===== src/rtl/led_sequencer.sv =====
// Command-driven pattern sequencer for eight active-low LEDs: a valid/ready port
// selects a display mode and step rate, and a prescaler advances the pattern.
module led_sequencer #(
  parameter int CLK_FREQ  = 24000000,
  parameter int BASE_FREQ = 8
) (
  input  logic       CLK_24MHZ,
  input  logic       RST_N,
  input  logic       CMD_VALID,
  output logic       CMD_READY,
  input  logic [1:0] CMD_MODE,
  input  logic [1:0] CMD_RATE,
  output logic [7:0] LED,
  output logic       STEP,
  output logic       BUSY
);

  localparam int P0    = CLK_FREQ / BASE_FREQ;
  localparam int CNT_W = $clog2(P0 * 8);

  typedef enum logic [1:0] {
    MODE_OFF   = 2'd0,
    MODE_BLINK = 2'd1,
    MODE_SCAN  = 2'd2,
    MODE_COUNT = 2'd3
  } mode_e;

  mode_e             mode_q, mode_d;
  logic [1:0]        rate_q, rate_d;
  logic [7:0]        pattern_q, pattern_d;
  logic              dir_q, dir_d;
  logic [CNT_W-1:0]  cnt_q, cnt_d;
  logic              ready_q, ready_d;
  logic              step_q, step_d;

  logic              accept;
  logic [CNT_W-1:0]  period_m1;

  assign accept = CMD_VALID & ready_q;

  // Terminal count for the current rate: period is P0 << rate cycles.
  always_comb begin
    case (rate_q)
      2'd0:    period_m1 = CNT_W'(P0 - 1);
      2'd1:    period_m1 = CNT_W'(P0 * 2 - 1);
      2'd2:    period_m1 = CNT_W'(P0 * 4 - 1);
      default: period_m1 = CNT_W'(P0 * 8 - 1);
    endcase
  end

  always_comb begin
    // NOTE: every variable gets a default first so no path leaves it unassigned,
    // which would otherwise infer a latch.
    mode_d    = mode_q;
    rate_d    = rate_q;
    pattern_d = pattern_q;
    dir_d     = dir_q;
    cnt_d     = cnt_q;
    ready_d   = 1'b1;
    step_d    = 1'b0;

    if (accept) begin
      // A command accepted on a terminal-count edge discards that step.
      mode_d  = mode_e'(CMD_MODE);
      rate_d  = CMD_RATE;
      cnt_d   = '0;
      ready_d = 1'b0;
      dir_d   = 1'b1;
      case (mode_e'(CMD_MODE))
        MODE_BLINK: pattern_d = 8'hFF;
        MODE_SCAN:  pattern_d = 8'h01;
        default:    pattern_d = 8'h00;
      endcase
    end else if (mode_q == MODE_OFF) begin
      cnt_d = '0;
    end else if (cnt_q == period_m1) begin
      cnt_d  = '0;
      step_d = 1'b1;
      case (mode_q)
        MODE_BLINK: pattern_d = ~pattern_q;
        MODE_SCAN: begin
          if (dir_q) begin
            if (pattern_q == 8'h80) begin
              pattern_d = 8'h40;
              dir_d     = 1'b0;
            end else begin
              pattern_d = pattern_q << 1;
            end
          end else begin
            if (pattern_q == 8'h01) begin
              pattern_d = 8'h02;
              dir_d     = 1'b1;
            end else begin
              pattern_d = pattern_q >> 1;
            end
          end
        end
        default: pattern_d = pattern_q + 8'd1;
      endcase
    end else begin
      cnt_d = cnt_q + 1'b1;
    end
  end

  // NOTE: state registers use non-blocking assignments so every flop samples
  // the pre-edge values regardless of statement order.
  always_ff @(posedge CLK_24MHZ or negedge RST_N) begin
    if (!RST_N) begin
      mode_q    <= MODE_OFF;
      rate_q    <= 2'd0;
      pattern_q <= 8'h00;
      dir_q     <= 1'b1;
      cnt_q     <= '0;
      ready_q   <= 1'b1;
      step_q    <= 1'b0;
    end else begin
      mode_q    <= mode_d;
      rate_q    <= rate_d;
      pattern_q <= pattern_d;
      dir_q     <= dir_d;
      cnt_q     <= cnt_d;
      ready_q   <= ready_d;
      step_q    <= step_d;
    end
  end

  assign CMD_READY = ready_q;
  assign STEP      = step_q;
  assign LED       = ~pattern_q;
  assign BUSY      = (mode_q != MODE_OFF);

endmodule

===== config.mk =====
export PLATFORM = sky130hd
export DESIGN_NAME = led_sequencer
export DESIGN_NICKNAME = d
export VERILOG_FILES = /design/src/rtl/led_sequencer.sv
export SDC_FILE = /design/constraint.sdc
export NUM_CORES = 1
export LEC_CHECK = 0
export ABC_AREA = 1
export BUFFER_PORTS_ARGS = -buffer_cell sky130_fd_sc_hd__buf_2
export CORE_MARGIN = 3
export CORE_UTILIZATION = 34
export CTS_BUF_LIST = sky130_fd_sc_hd__clkbuf_4 sky130_fd_sc_hd__clkbuf_8
export CTS_CLUSTER_SIZE = 12
export DETAILED_ROUTE_END_ITERATION = 12
export GPL_TIMING_DRIVEN = 0
export SLEW_MARGIN = 10
export SYNTH_ARGS = -nofsm -noshare
export SYNTH_HDL_FRONTEND = slang
export SYNTH_SLANG_ARGS = --single-unit

===== constraint.sdc =====
create_clock -name CLK_24MHZ -period 4.7 [get_ports CLK_24MHZ]
set_clock_uncertainty 0.2 [all_clocks]
set_input_delay 0.94 -clock CLK_24MHZ [delete_from_list [all_inputs] [get_ports CLK_24MHZ]]
set_output_delay 0.94 -clock CLK_24MHZ [all_outputs]
set_load 0.01 [all_outputs]

[Word-level counts from Yosys, hierarchy flattened]
Cells that the tools add are included.
Word-level totals
  bits in registers: 40
  output and inout port bits: 11
  word-level logic and storage cells: 51
Operators by class
  $add $sub $neg: 2
  equality and inequality tests: 10
  mux-type cells: 23
  bitwise gates (word level): 2
  reductions and logical operators: 7
Operators with widths (count)
  $mux W25: 3
  $pmux W25 S3: 1
  $mux W8: 5
  $pmux W8 S2: 2
  $add A25 B1 Y25 const B: 1
  $eq A25 B25 Y1: 1
  $mux W1: 11
  $add A8 B1 Y8 const B: 1
  $eq A8 B1 Y1 const B: 1
  $eq A8 B8 Y1 const B: 1
  $not A8 Y8: 1
  $mux W7: 1
  $eq A2 B1 Y1 const B: 3
  $eq A2 B2 Y1 const B: 3
  $reduce_bool A2 Y1: 3
  $logic_not A2 Y1: 2
  $reduce_and A3 Y1: 1
  $ne A2 B2 Y1 const B: 1
  $reduce_and A2 Y1: 1
  $and A1 B1 Y1: 1

[Depth between registers and ports, before layout]
  word-level depth: 7
  mapped depth: 15

[Least setup slack after synthesis]
OpenSTA, ideal clock, no wires.
  path kind: register -> register
  from: register rate_q[0]
  to: register pattern_q[3]
  library setup time: 0.129 ns
  data arrival time: 1.741 ns
  data required time: 4.371 ns
  setup slack: 2.630 ns
  cell stages (with the launch flop): 12
  buffers on the path: 1
  clock period less this slack: 2.070 ns
  cell sequence: dfrtp_1 inv_2 ha_1 o21ai_1 nand2_1 nor2_1 nand2_1 nor2_4 nand3_4 nand2_4 buf_8 o21ai_0
On the way
  longest elaborated chain between the ends: 5
  elaborated cells on any way between the ends: 7
  classes of those cells: eq/ne: 3; mux: 1; reduce/logical: 3
Ends and longest elaborated chain
  start: declaration: line 29  | logic [1:0] rate_q, rate_d;
  start signal: assignment: line 118  | rate_q <= rate_d;
  $eq A2 B2 Y1 (tied with other cells): line 43  | case (rate_q)
  $pmux W25 S3 *: line 43
  $eq A25 B25 Y1 *: line 76  | end else if (cnt_q == period_m1) begin
  $reduce_bool A2 Y1 (no source line) *
  $reduce_and A2 Y1 (no source line) *
  end signal: assignment: line 119  | pattern_q <= pattern_d;
  end: declaration: line 30  | logic [7:0] pattern_q, pattern_d;
Every way passes the cells marked *; elsewhere a longest branch is shown, timed or not.
A chain may end at the register's enable or synchronous reset.

[Final worst setup path]
  from: register rate_q[0]
  to: register cnt_q[9]
On the way
  longest elaborated chain between the ends: 6
  elaborated cells on any way between the ends: 8
  classes of those cells: eq/ne: 3; mux: 4; reduce/logical: 1
Ends and longest elaborated chain
  $eq A2 B2 Y1 (tied with other cells): line 43
  $pmux W25 S3 *: line 43
  $eq A25 B25 Y1 *: line 76
  $mux W25 *: line 76
  $mux W25 *: line 74  | end else if (mode_q == MODE_OFF) begin
  $mux W25 *: line 62  | if (accept) begin
  named net cnt_d[9]: line 32  | logic [CNT_W-1:0] cnt_q, cnt_d;
  end signal: assignment: line 121  | cnt_q <= cnt_d;
  end: declaration: line 32
The timed path passes the listed nets; every way through them passes the cells marked *.

==> run metrics <==
routability cong. 0.9032; nets 514; Crit-path slowest cell dfrtp_1; Hold WC Path Type reg -> reg; total CTS buffers 5; worst-path fanout max 10; Power Density 276.9 nW/µm²; Post-Layout Cell Count 601; Yosys top cell area share 0.3027; worst endpoint required time 4.68 ns; Vias 2976; Max Clock Freq 388.0 MHz; DR pass1 iterations 5; min-delay src cnt_q[0]$_DFF_PN0_; grt ovf 0; Clock Latency Late Sink 0.30 ns; slack of the critical path 2.123 ns; number of enable flip-flop cells after synthesis 0; critical path data arrival time 2.56 ns; period utilization 0.5483; io pins 18; area of the multi-input gates 1842 µm²; clock sinks 40; Slew Limit Headroom 0.3779; Yosys top cell by area dfrtp_1; Post-Syn Instances 469; most common cell in the netlist nand2_1; setup violators final 0; Post-synth top cells 127 x nand2_1, 61 x nor2_1, 57 x inv_1; hold buffers post-CTS 0; Initial Util 0.3551; Chip Height 102.1 µm; Core Box Area 8848 µm²; crit-path max cell delay 0.54 ns; via/cell ratio 4.952; main combinational cell family by area after synthesis simple AND/OR/NAND/NOR gates; Post-Syn Nets 490; Area contributors post-synth dfrtp_1 30%, nand2_1 15%, nor2_1 7.3%; Worst R2R Start rate_q[0]$_DFFE_PN0P_; TNS Setup 0 ns; routed length per instance 13.22 µm; synthesized-area fraction occupied by adder cells 0.05575; Inst Count DP 594; wire length of the first global-routing pass 13390 µm; Die Area 10430 µm²; DRT Wirelength 7943 µm; ANT nets after route 0; Slew Viols, Final 0; Post-DP HPWL 6128 µm; max-cap violations 0; pre-CTS setup slack 2.137 ns; WP buf/inv 3; Antenna diodes 0; cell row count 34; Crit. End Element flip-flop; Min-Delay Endpoint cnt_q[0]$_DFF_PN0_; Port Buffer Count 17; register area share after synthesis 0.3194; antenna violations before repair 0; critical path class reg -> reg; Main synth FF type dfrtp_1; Worst VDD drop 0.0001758 V; DRT iter0 DRCs 165; RR Endpoint cnt_q[9]$_DFF_PN0_; Hold Vio Cnt, Final 0; layout cells sized above 1 0.1156; CTS resizes 0; simple-gate share of the synthesized area 0.3990; met1 usage 0.2382; met3 usage 0.02389; Register Area 1003 µm²; Startpoint Class flip-flop; Async SR Flop Fraction 1.000; CTS Root Cell clkbuf_8; postcts setup bufs 0; met2 usage 0.2439; Reg2Reg Depth 13; Most Frequent Cell on Critical Path nand2_1; Synth Area in Compound Gates 0.09239; DIE WIDTH 102.1 µm; measured slew at the worst slew-check pin 0.9332 ns; Mean Syn Cell Area 6.699 µm²; # DRC 0; cell family with most CP delay simple AND/OR/NAND/NOR gates; post-synth cell types 38; clock-pin slew on the worst setup and hold paths 0.07 ns; vias in the first global route 2788; fill cell count 956; outcome finished, final reports clean; mux cell area share after synthesis 0; r2r setup slk 2.12 ns; Yosys reg bits 40; Syn. warnings 0; Synth Cell Area 3142 µm²; H-tree depth reported by CTS 2; GR peak layer met2; largest net degree at the start of global routing 41; WHS 0.3023 ns; critical path cell sequence inv_2, ha_1, inv_1, nand2_1, nand2_1, nand2_1, nor2_1, nand2_1, nor2_4, nand2_2, nand2_4, buf_6, nor2_1; CTS tree built; Area growth syn-to-layout 9.677%; Max clock buf depth 2; All-Layer GR Usage 0.1612; Leak 1.617 nW; Final min period 2.577 ns; xor and xnor area share after synthesis 0.03903; RSZ-0062 raised after global routing no; cell depth of the worst min-delay path 1
[logic make-up after synthesis]
| group | Yosys count |
|---|---|
| simple gates | 277 |
| buf+inv | 73 |
| compound gates | 51 |
| flops | 40 |
| xor+xnor | 14 |
| fa+ha+maj | 14 |
[worst register-to-register path, cell delays in order, from the launching register on]
cell and delay (ns):
dfrtp_1 0.54, inv_2 0.17, ha_1 0.31, inv_1 0.16, nand2_1 0.10, nand2_1 0.07, nand2_1 0.06, nor2_1 0.09
nand2_1 0.10, nor2_4 0.18, nand2_2 0.14, nand2_4 0.14, buf_6 0.16, nor2_1 0.05
[area by class of cell]
class                           count  share of cell area
Multi-Input combinational cell    356              0.5345
Sequential cell                    40              0.2912
Buffer                              8             0.01525
Tap cell                          108             0.03922
Inverter                           65             0.07081
Timing Repair Buffer               17             0.02469
Clock buffer                        7             0.02433
[flip-flops by register name, summed over array words and instances, names as in the netlist]
register	cells
CMD_READY	1
STEP	1
dir_q	1
mode_q	2
pattern_q	8
rate_q	2
cnt_q	25
[how the worst max path moves through the flow]
stage	startpoint	end	slack [ns]	cells after the start
global route	rate_q[0]$_DFFE_PN0P_	cnt_q[0]$_DFF_PN0_	1.94	13
CTS	rate_q[0]$_DFFE_PN0P_	cnt_q[0]$_DFF_PN0_	2.12	13
global placement	rate_q[0]$_DFFE_PN0P_	cnt_q[0]$_DFF_PN0_	2.12	13
finish	rate_q[0]$_DFFE_PN0P_	cnt_q[9]$_DFF_PN0_	2.12	13
detailed placement	rate_q[0]$_DFFE_PN0P_	cnt_q[0]$_DFF_PN0_	2.14	13
floorplan	rate_q[0]$_DFFE_PN0P_	pattern_q[3]$_DFFE_PN0P_	2.63	11
[metal layers]
| metal | vias up | share of wire |
|---|---|---|
| met3 | 12 | 0.036 |
| met1 | 1354 | 0.51 |
| met5 | - | 0 |
| li1 | 1559 | - |
| met4 | 0 | 0.016 |
| met2 | 51 | 0.43 |
[power breakdown]
part | internal, mW | leakage (nW) | switching (mW)
logic | 0.114 | 1.04 | 0.208
registers | 0.371 | 0.534 | 0.0333
clock network | 0.114 | 0.0452 | 0.115
[layout by cell type (no fill, tap or decap), drive strengths merged, types with 11 or more instances in the layout]
| cell type | count |
|---|---|
| nand3 | 44 |
| buf | 21 |
| nor3 | 18 |
| ha | 14 |
| a21oi | 16 |
| o21ai | 26 |
| dfrtp | 38 |
| clkbuf | 11 |
| inv | 62 |
| nand2 | 135 |
| nor2 | 65 |
| xor2 | 11 |
[stage by stage]
stage	util	power, mW	area (µm²)
floorplan	-	0.6375	3142
global placement	0.3799	0.7261	3362
detailed placement	0.3799	0.7308	3362
CTS	0.3894	0.9627	3446
global route	0.3894	1.032	3446
finish	0.3894	0.9542	3446
No activity file was read; power rests on OpenSTA's default activity.
